===== src/rtl/score_update_module.sv =====
// Line-clear score accumulator: weights each event by the current level through
// repeated addition, and tracks cleared lines, level and dropped-event errors.
module score_update_module (
    input  logic       clk,
    input  logic       rst,
    input  logic       game_restart,
    input  logic       clr_valid,
    input  logic [2:0] clr_lines,
    output logic       clr_ready,
    output logic [7:0] cur_score_bin,
    output logic [3:0] level,
    output logic [7:0] total_lines,
    output logic       score_upd,
    output logic       drop_err
);

    typedef enum logic [1:0] {IDLE, ADD, LINES} state_t;

    state_t     state;
    logic [3:0] base;
    logic [2:0] n;
    logic [3:0] iter;
    logic [3:0] lvl_cnt;

    logic [3:0] base_lut;
    logic       lines_ok;
    logic [8:0] score_sum;
    logic [8:0] lines_sum;
    logic [4:0] lvl_sum;

    assign clr_ready = (state == IDLE);
    assign lines_ok  = (clr_lines >= 3'd1) && (clr_lines <= 3'd4);

    always_comb begin
        base_lut = 4'd0;
        case (clr_lines)
            3'd1:    base_lut = 4'd1;
            3'd2:    base_lut = 4'd3;
            3'd3:    base_lut = 4'd5;
            3'd4:    base_lut = 4'd8;
            default: base_lut = 4'd0;
        endcase
    end

    // Wide sums so overflow is visible for clamping.
    assign score_sum = {1'b0, cur_score_bin} + {5'd0, base};
    assign lines_sum = {1'b0, total_lines} + {6'd0, n};
    assign lvl_sum   = {1'b0, lvl_cnt} + {2'd0, n};

    always_ff @(posedge clk) begin
        if (rst || game_restart) begin
            state         <= IDLE;
            base          <= 4'd0;
            n             <= 3'd0;
            iter          <= 4'd0;
            lvl_cnt       <= 4'd0;
            cur_score_bin <= 8'd0;
            level         <= 4'd1;
            total_lines   <= 8'd0;
            score_upd     <= 1'b0;
            drop_err      <= 1'b0;
        end else begin
            score_upd <= 1'b0;
            if (clr_valid && state != IDLE)
                drop_err <= 1'b1;
            case (state)
                IDLE: begin
                    if (clr_valid && lines_ok) begin
                        base  <= base_lut;
                        n     <= clr_lines;
                        iter  <= level;
                        state <= ADD;
                    end
                end
                ADD: begin
                    cur_score_bin <= score_sum[8] ? 8'd255 : score_sum[7:0];
                    iter          <= iter - 4'd1;
                    if (iter == 4'd1)
                        state <= LINES;
                end
                LINES: begin
                    total_lines <= lines_sum[8] ? 8'd255 : lines_sum[7:0];
                    if (lvl_sum >= 5'd10) begin
                        lvl_cnt <= 4'(lvl_sum - 5'd10);
                        if (level < 4'd9)
                            level <= level + 4'd1;
                    end else begin
                        lvl_cnt <= lvl_sum[3:0];
                    end
                    score_upd <= 1'b1;
                    state     <= IDLE;
                end
                default: state <= IDLE;
            endcase
        end
    end

endmodule

===== config.mk =====
export PLATFORM = sky130hd
export DESIGN_NAME = score_update_module
export DESIGN_NICKNAME = d
export VERILOG_FILES = /design/src/rtl/score_update_module.sv
export SDC_FILE = /design/constraint.sdc
export NUM_CORES = 1
export LEC_CHECK = 0
export CAP_MARGIN = 40
export CORE_MARGIN = 2
export CORE_UTILIZATION = 40
export CTS_BUF_LIST = sky130_fd_sc_hd__clkbuf_16
export CTS_CLUSTER_DIAMETER = 200
export DETAILED_ROUTE_END_ITERATION = 6
export PLACE_DENSITY_LB_ADDON = 0.12
export SETUP_SLACK_MARGIN = 0.2
export SYNTH_ARGS = -nofsm -noshare
export SYNTH_HDL_FRONTEND = slang
export SYNTH_SLANG_ARGS = --single-unit

===== constraint.sdc =====
create_clock -name clk -period 3.05 [get_ports clk]
set_input_delay 0.915 -clock clk [delete_from_list [all_inputs] [get_ports clk]]
set_output_delay 0.915 -clock clk [all_outputs]
set_load 0.02 [all_outputs]

Word level (Yosys, flattened, before mapping)
Index checks and enable logic that the tools add are counted.
{"block": "totals", "register_bits": 39, "wordCells": 50}
{"block": "classes", "add_sub_neg": 6, "n_lt_le_gt_ge": 4, "eq_ne": 9, "muxes": 10, "n_reduce_logical": 11}
{"operator": "two-way mux 8 bit", "n": 2}
{"operator": "case mux 4 bit (4 select lines)", "n": 1}
{"operator": "adder 8 x 3 -> 9 bit", "n": 1}
{"operator": "adder 8 x 4 -> 9 bit", "n": 1}
{"operator": "two-way mux 4 bit", "n": 2}
{"operator": "case mux 4 bit (2 select lines)", "n": 1}
{"operator": "== test 3 x 2 -> 1 bit (second input constant)", "n": 2}
{"operator": "AND reduction 2 bit", "n": 3}
{"operator": "adder 4 x 3 -> 5 bit", "n": 1}
{"operator": "greater-or-equal comparator 5 x 4 -> 1 bit (second input constant)", "n": 1}
{"operator": "adder 4 x 1 -> 4 bit (second input constant)", "n": 1}
{"operator": "== test 4 x 1 -> 1 bit (second input constant)", "n": 1}
{"operator": "less-than comparator 4 bit (second input constant)", "n": 1}
{"operator": "two-way mux 2 bit", "n": 2}
{"operator": "case mux 2 bit (2 select lines)", "n": 1}
{"operator": "nonzero test 2 bit", "n": 2}
{"operator": "subtractor 4 x 1 -> 4 bit (second input constant)", "n": 1}
{"operator": "subtractor 4 bit (second input constant)", "n": 1}
{"operator": "== test 3 x 1 -> 1 bit (second input constant)", "n": 1}
{"operator": "== test 3 bit (second input constant)", "n": 1}
{"operator": "greater-or-equal comparator 3 x 1 -> 1 bit (second input constant)", "n": 1}
{"operator": "<= comparator 3 bit (second input constant)", "n": 1}
{"operator": "logical AND 1 bit", "n": 3}
{"operator": "AND reduction 3 bit", "n": 1}
{"operator": "other kinds (7)", "n": 7}

Depth between registers and ports, before layout
{"block": "depth", "word_depth": 5, "ltp_mapped": 8, "depth_no_buf": 8}

Worst setup path before layout
Ideal clock, no wire load.
{"block": "synth_path", "path_type": "register to register", "startpoint": "register n[0]", "endpoint": "register lvl_cnt[2]", "t_arrival_ns": 2.205, "t_required_ns": 2.955, "path_slack_ns": 0.749, "path_stages_with_launch": 9, "cell_sequence": "dfxtp_1 ha_1 fa_1 xnor2_2 ha_1 nand2_1 o32ai_4 or4_1 o311ai_1"}
{"block": "synth_between", "elab_chain_cells": 3, "elab_cells_between_ends": 4, "cone_classes": "add/sub (2); order compare (1); mux (1)"}
{"item": "from (decl)", "line_no": "21", "source": "logic [2:0] n;"}
{"item": "from (signal assigned)", "line_no": "70", "source": "n <= clr_lines;"}
{"item": "adder 4 x 3 -> 5 bit (*)", "line_no": "48", "source": "assign lvl_sum = {1'b0, lvl_cnt} + {2'd0, n};"}
{"item": "subtractor 4 bit or greater-or-equal comparator 5 x 4 -> 1 bit (tied branches)", "line_no": "84, 83"}
{"item": "two-way mux 4 bit (*)", "line_no": "83", "source": "if (lvl_sum >= 5'd10) begin"}
{"item": "to (signal assigned)", "line_no": "84", "source": "lvl_cnt <= 4'(lvl_sum - 5'd10);"}
{"item": "to (signal assigned)", "line_no": "88", "source": "lvl_cnt <= lvl_sum[3:0];"}
{"item": "to (decl)", "line_no": "23", "source": "logic [3:0] lvl_cnt;"}
Every way passes the cells marked *; elsewhere a longest branch is shown, timed or not.
A chain may end at the register's enable or synchronous reset.

Worst setup path in the final report
Same ends and word-level chain as after synthesis.

==> summary.md <==
| Metric | Value |
|---|---|
| Run status | finished clean |
| DRT iter0 DRCs | 105 |
| Part of the power in registers | 43.7% |
| Clock tree root driver cell | clkbuf_16 |
| Net Sw Frac | 21.7% |
| Syn Inst Count | 264 |
| Gr ovfl total | 0 |
| GRT Util Overall | 16.7% |
| Fillcell total | 524 |
| Largest area contributor in the netlist | dfxtp_1 |
| IO buf count | 29 |
| Setup TNS | 0 ns |
| Final hold violations | 0 |
| Slew at the pin closest to its max-slew limit | approximately 0.6 ns |
| Power Density | 434 nW/um^2 |
| Hold_buf cts | 0 |
| Comb power frac | 6.1% |
| Chip width | 78.4 microns |
| #FFs+latches synth | 39 |
| Area contributors post-synth | dfxtp_1 (35%), ha_1 (8.5%), a21oi_1 (4.7%), o21ai_0 (4.5%), nand2_1 (4.2%) |
| Final wirelength | approximately 4800 microns |
| Switching pwr | 0.258 mW |
| Mapped Nets | 289 |
| Max Slew Vio Count | 0 |
| Gpl congestion | 0.814 |
| Critical Path RT | 3.24 ns |
| Setup violations, final | 0 |
| Share of the synthesized area in the top cell type | 35.3% |
| Layout Skew | 0.00324 ns |
| Distinct cells, synth | 53 |
| Highest Clock Rate | just under 400 MHz |
| Place WS | 0.336 ns |
| Die area | 6150 sq um |
| Power consumption | 1.19 mW |
| Ports | 30 |
| Crit path cell chain | ha_1 -> fa_1 -> xnor2_2 -> ha_1 -> inv_1 -> o32ai_4 -> nor2_1 -> o311ai_1 |
| Worst Hold Class | flop to flop |
| Initial antenna violation count | 0 |
| Startpoint types | flop |
| PnR worst setup slack | 0.488 ns |
| Average cell area after synthesis | ~8.4 sq um |
| Die Y | 78.4 microns |
| Synthesis warning total | 0 |
| Starting Density | 40.7% |
| FFs w/ async S/R, synth | 0% |
| Layout cell share with drive strength beyond 1 | 7.53% |
| Core footprint | approximately 5400 sq um |
| Sequential area share after synthesis | 35.3% |
| Routed Antenna Nets | 0 |
| Resize count post-CTS | 0 |
| Crit-path most repeated cell | ha_1 |
| Slowest CP cell | fa_1 |
| Int Pwr | approximately 0.93 mW |
| Ys flop type | dfxtp_1 |
| CTS Buf Count | 5 |
| Clock share of power | 50.2% |
| Number of remaining DRC errors | 0 |
| Max-cap violations | 0 |
| Clk_lat worst skew | 0.28 ns |
| Global-route wire length before repair | 8220 microns |
| Vias/cell | 5.26 |
| DR WL/cell | about 13 microns |
| Cell area after synthesis | 2210 sq um |
| Final hold slack | 0.454 ns |
| Via count | 1913 |
| Clock sink count | 39 |
| Htree depth | 2 |
| CP arrival | 2.75 ns |
| DRT Pass-1 Iters | 4 |
| Vias in the first global route | 1742 |
| Post-route clock period utilization | between 80 and 90% |
| Pin count of the biggest net entering global routing | 30 |
| CP peak stage delay | 0.48 ns |
| Synth-to-layout area growth | 23.5% |
| Maximum clock insertion buffer count | 2 |
| Worst rel slew slack | 60.2% |
| Nets | 316 |
| CP endpoint kind | flop |
| CP Class | flop to flop |
| Postcts setup bufs | 0 |
| CP max FO | 10 |
| ANT cells | 0 |
| Hpwl dp | approximately 3400 microns |
| # rows | 27 |
| Reg clk slew, reported paths | 0.06 ns |
| Leakage | 1.00 nW |
| Post-synth EDFFs | 0 |
| RSZ-0062 raised after global routing | false |
| IR drop worst, VDD | roughly 0.23 mV |
| Final min period | 2.56 ns |
| TritonCTS clock tree | built |
-- routing by layer --
| layer | track usage (%) | share of wire, % | up-vias |
|---|---|---|---|
| li1 | - | - | 1001 |
| met1 | 21.8 | 51 | 877 |
| met2 | 27.8 | 46 | 29 |
| met3 | 3.56 | 2.6 | 6 |
| met4 | 4.74 | 1.0 | 0 |
| met5 | 0 | 0 | - |
-- layout by cell type (no fill, tap or decap), types with 2 or more instances in the layout --
master,count
fa_1,3
o21a_1,3
o21ai_0,20
nor2b_1,3
a31oi_1,7
a21oi_1,21
or4_1,2
and2_1,2
a221oi_1,2
a22oi_1,2
buf_4,4
ha_1,15
nor3_1,10
o221a_2,2
nand3_1,6
and3_1,2
nor3b_1,5
nand2_1,25
or3_1,3
xnor2_1,6
inv_1,11
nand4_1,2
nor4_1,3
nor2_1,25
o211ai_1,2
a21o_1,5
nand2b_1,2
clkbuf_16,5
clkdlybuf4s50_1,29
mux2i_1,2
dfxtp_1,39
-- cells by family after synthesis --
family	count (synthesis)	synth area share [%]
simple gates	96	22.0
fa+ha+maj	18	11.2
mux	3	1.41
buf+inv	25	4.69
flops	39	35.3
xor+xnor	8	3.50
compound gates	75	22.0
-- registers in the layout, indices dropped and copies added (netlist names) --
name           count
level              4
iter               4
base               4
score_upd          1
lvl_cnt            4
n                  3
total_lines        8
cur_score_bin      8
drop_err           1
state              2
-- metrics by stage --
stage	util, %	instances	instance area (sq um)
global placement	47.2	356	2570
floorplan	-	264	2210
CTS	50.3	364	2740
finish	50.3	364	2740
global route	50.3	364	2740
detailed placement	47.2	356	2570
-- power groups by stage --
stage          clock, mW  combinational (mW)  sequential [mW]
6_report           0.596              0.0725            0.519
5_1_grt            0.633              0.0817            0.520
4_1_cts            0.610              0.0735            0.519
3_5_place_dp           0              0.0731            0.531
3_3_place_gp           0              0.0729            0.531
2_1_floorplan          0              0.0512            0.530
-- final timing paths --
| kind | startpoint | endpoint | slack [ns] | cells past startpoint |
|---|---|---|---|---|
| setup / recovery | n[0] | lvl_cnt[2] | 0.49 | 8 |
| hold / removal | drop_err | drop_err | 0.45 | 2 |
| hold reg to reg | drop_err | drop_err | 0.45 | 2 |
| setup reg to reg | n[0] | lvl_cnt[2] | 0.49 | 8 |
-- synthesized netlist by cell type (all sizes together), types with 4 or more instances --
library cell / number
nand2: 25
a31oi: 7
o21ai: 21
xnor2: 7
a21o: 5
dfxtp: 39
nor4: 4
nand3: 6
clkbuf: 8
buf: 5
nor2: 25
nor3b: 6
inv: 12
ha: 15
a21oi: 21
nor3: 10
-- worst max-delay path: cells and delay by family (launching register included) --
kind                       cells  cell delay, ns
xor gates and xnor gates       1            0.25
AOI/OAI and AO/OA              2            0.72
and+or+nand+nor                1            0.10
buffers and inverters          1            0.08
adders and majority gates      3            0.96
DFF                            1            0.35
-- cell type report --
cell class	instances	area [sq um]	area share (%)
inverters	12	45.0	1.65
clock inverters	3	43.8	1.60
well taps	72	90.1	3.29
flip-flops and latches	39	781	28.5
repair buffers	33	320	11.7
clock buffers	5	125	4.57
multi-input cells	200	1330	48.6
(Power assumes the default switching activity.)
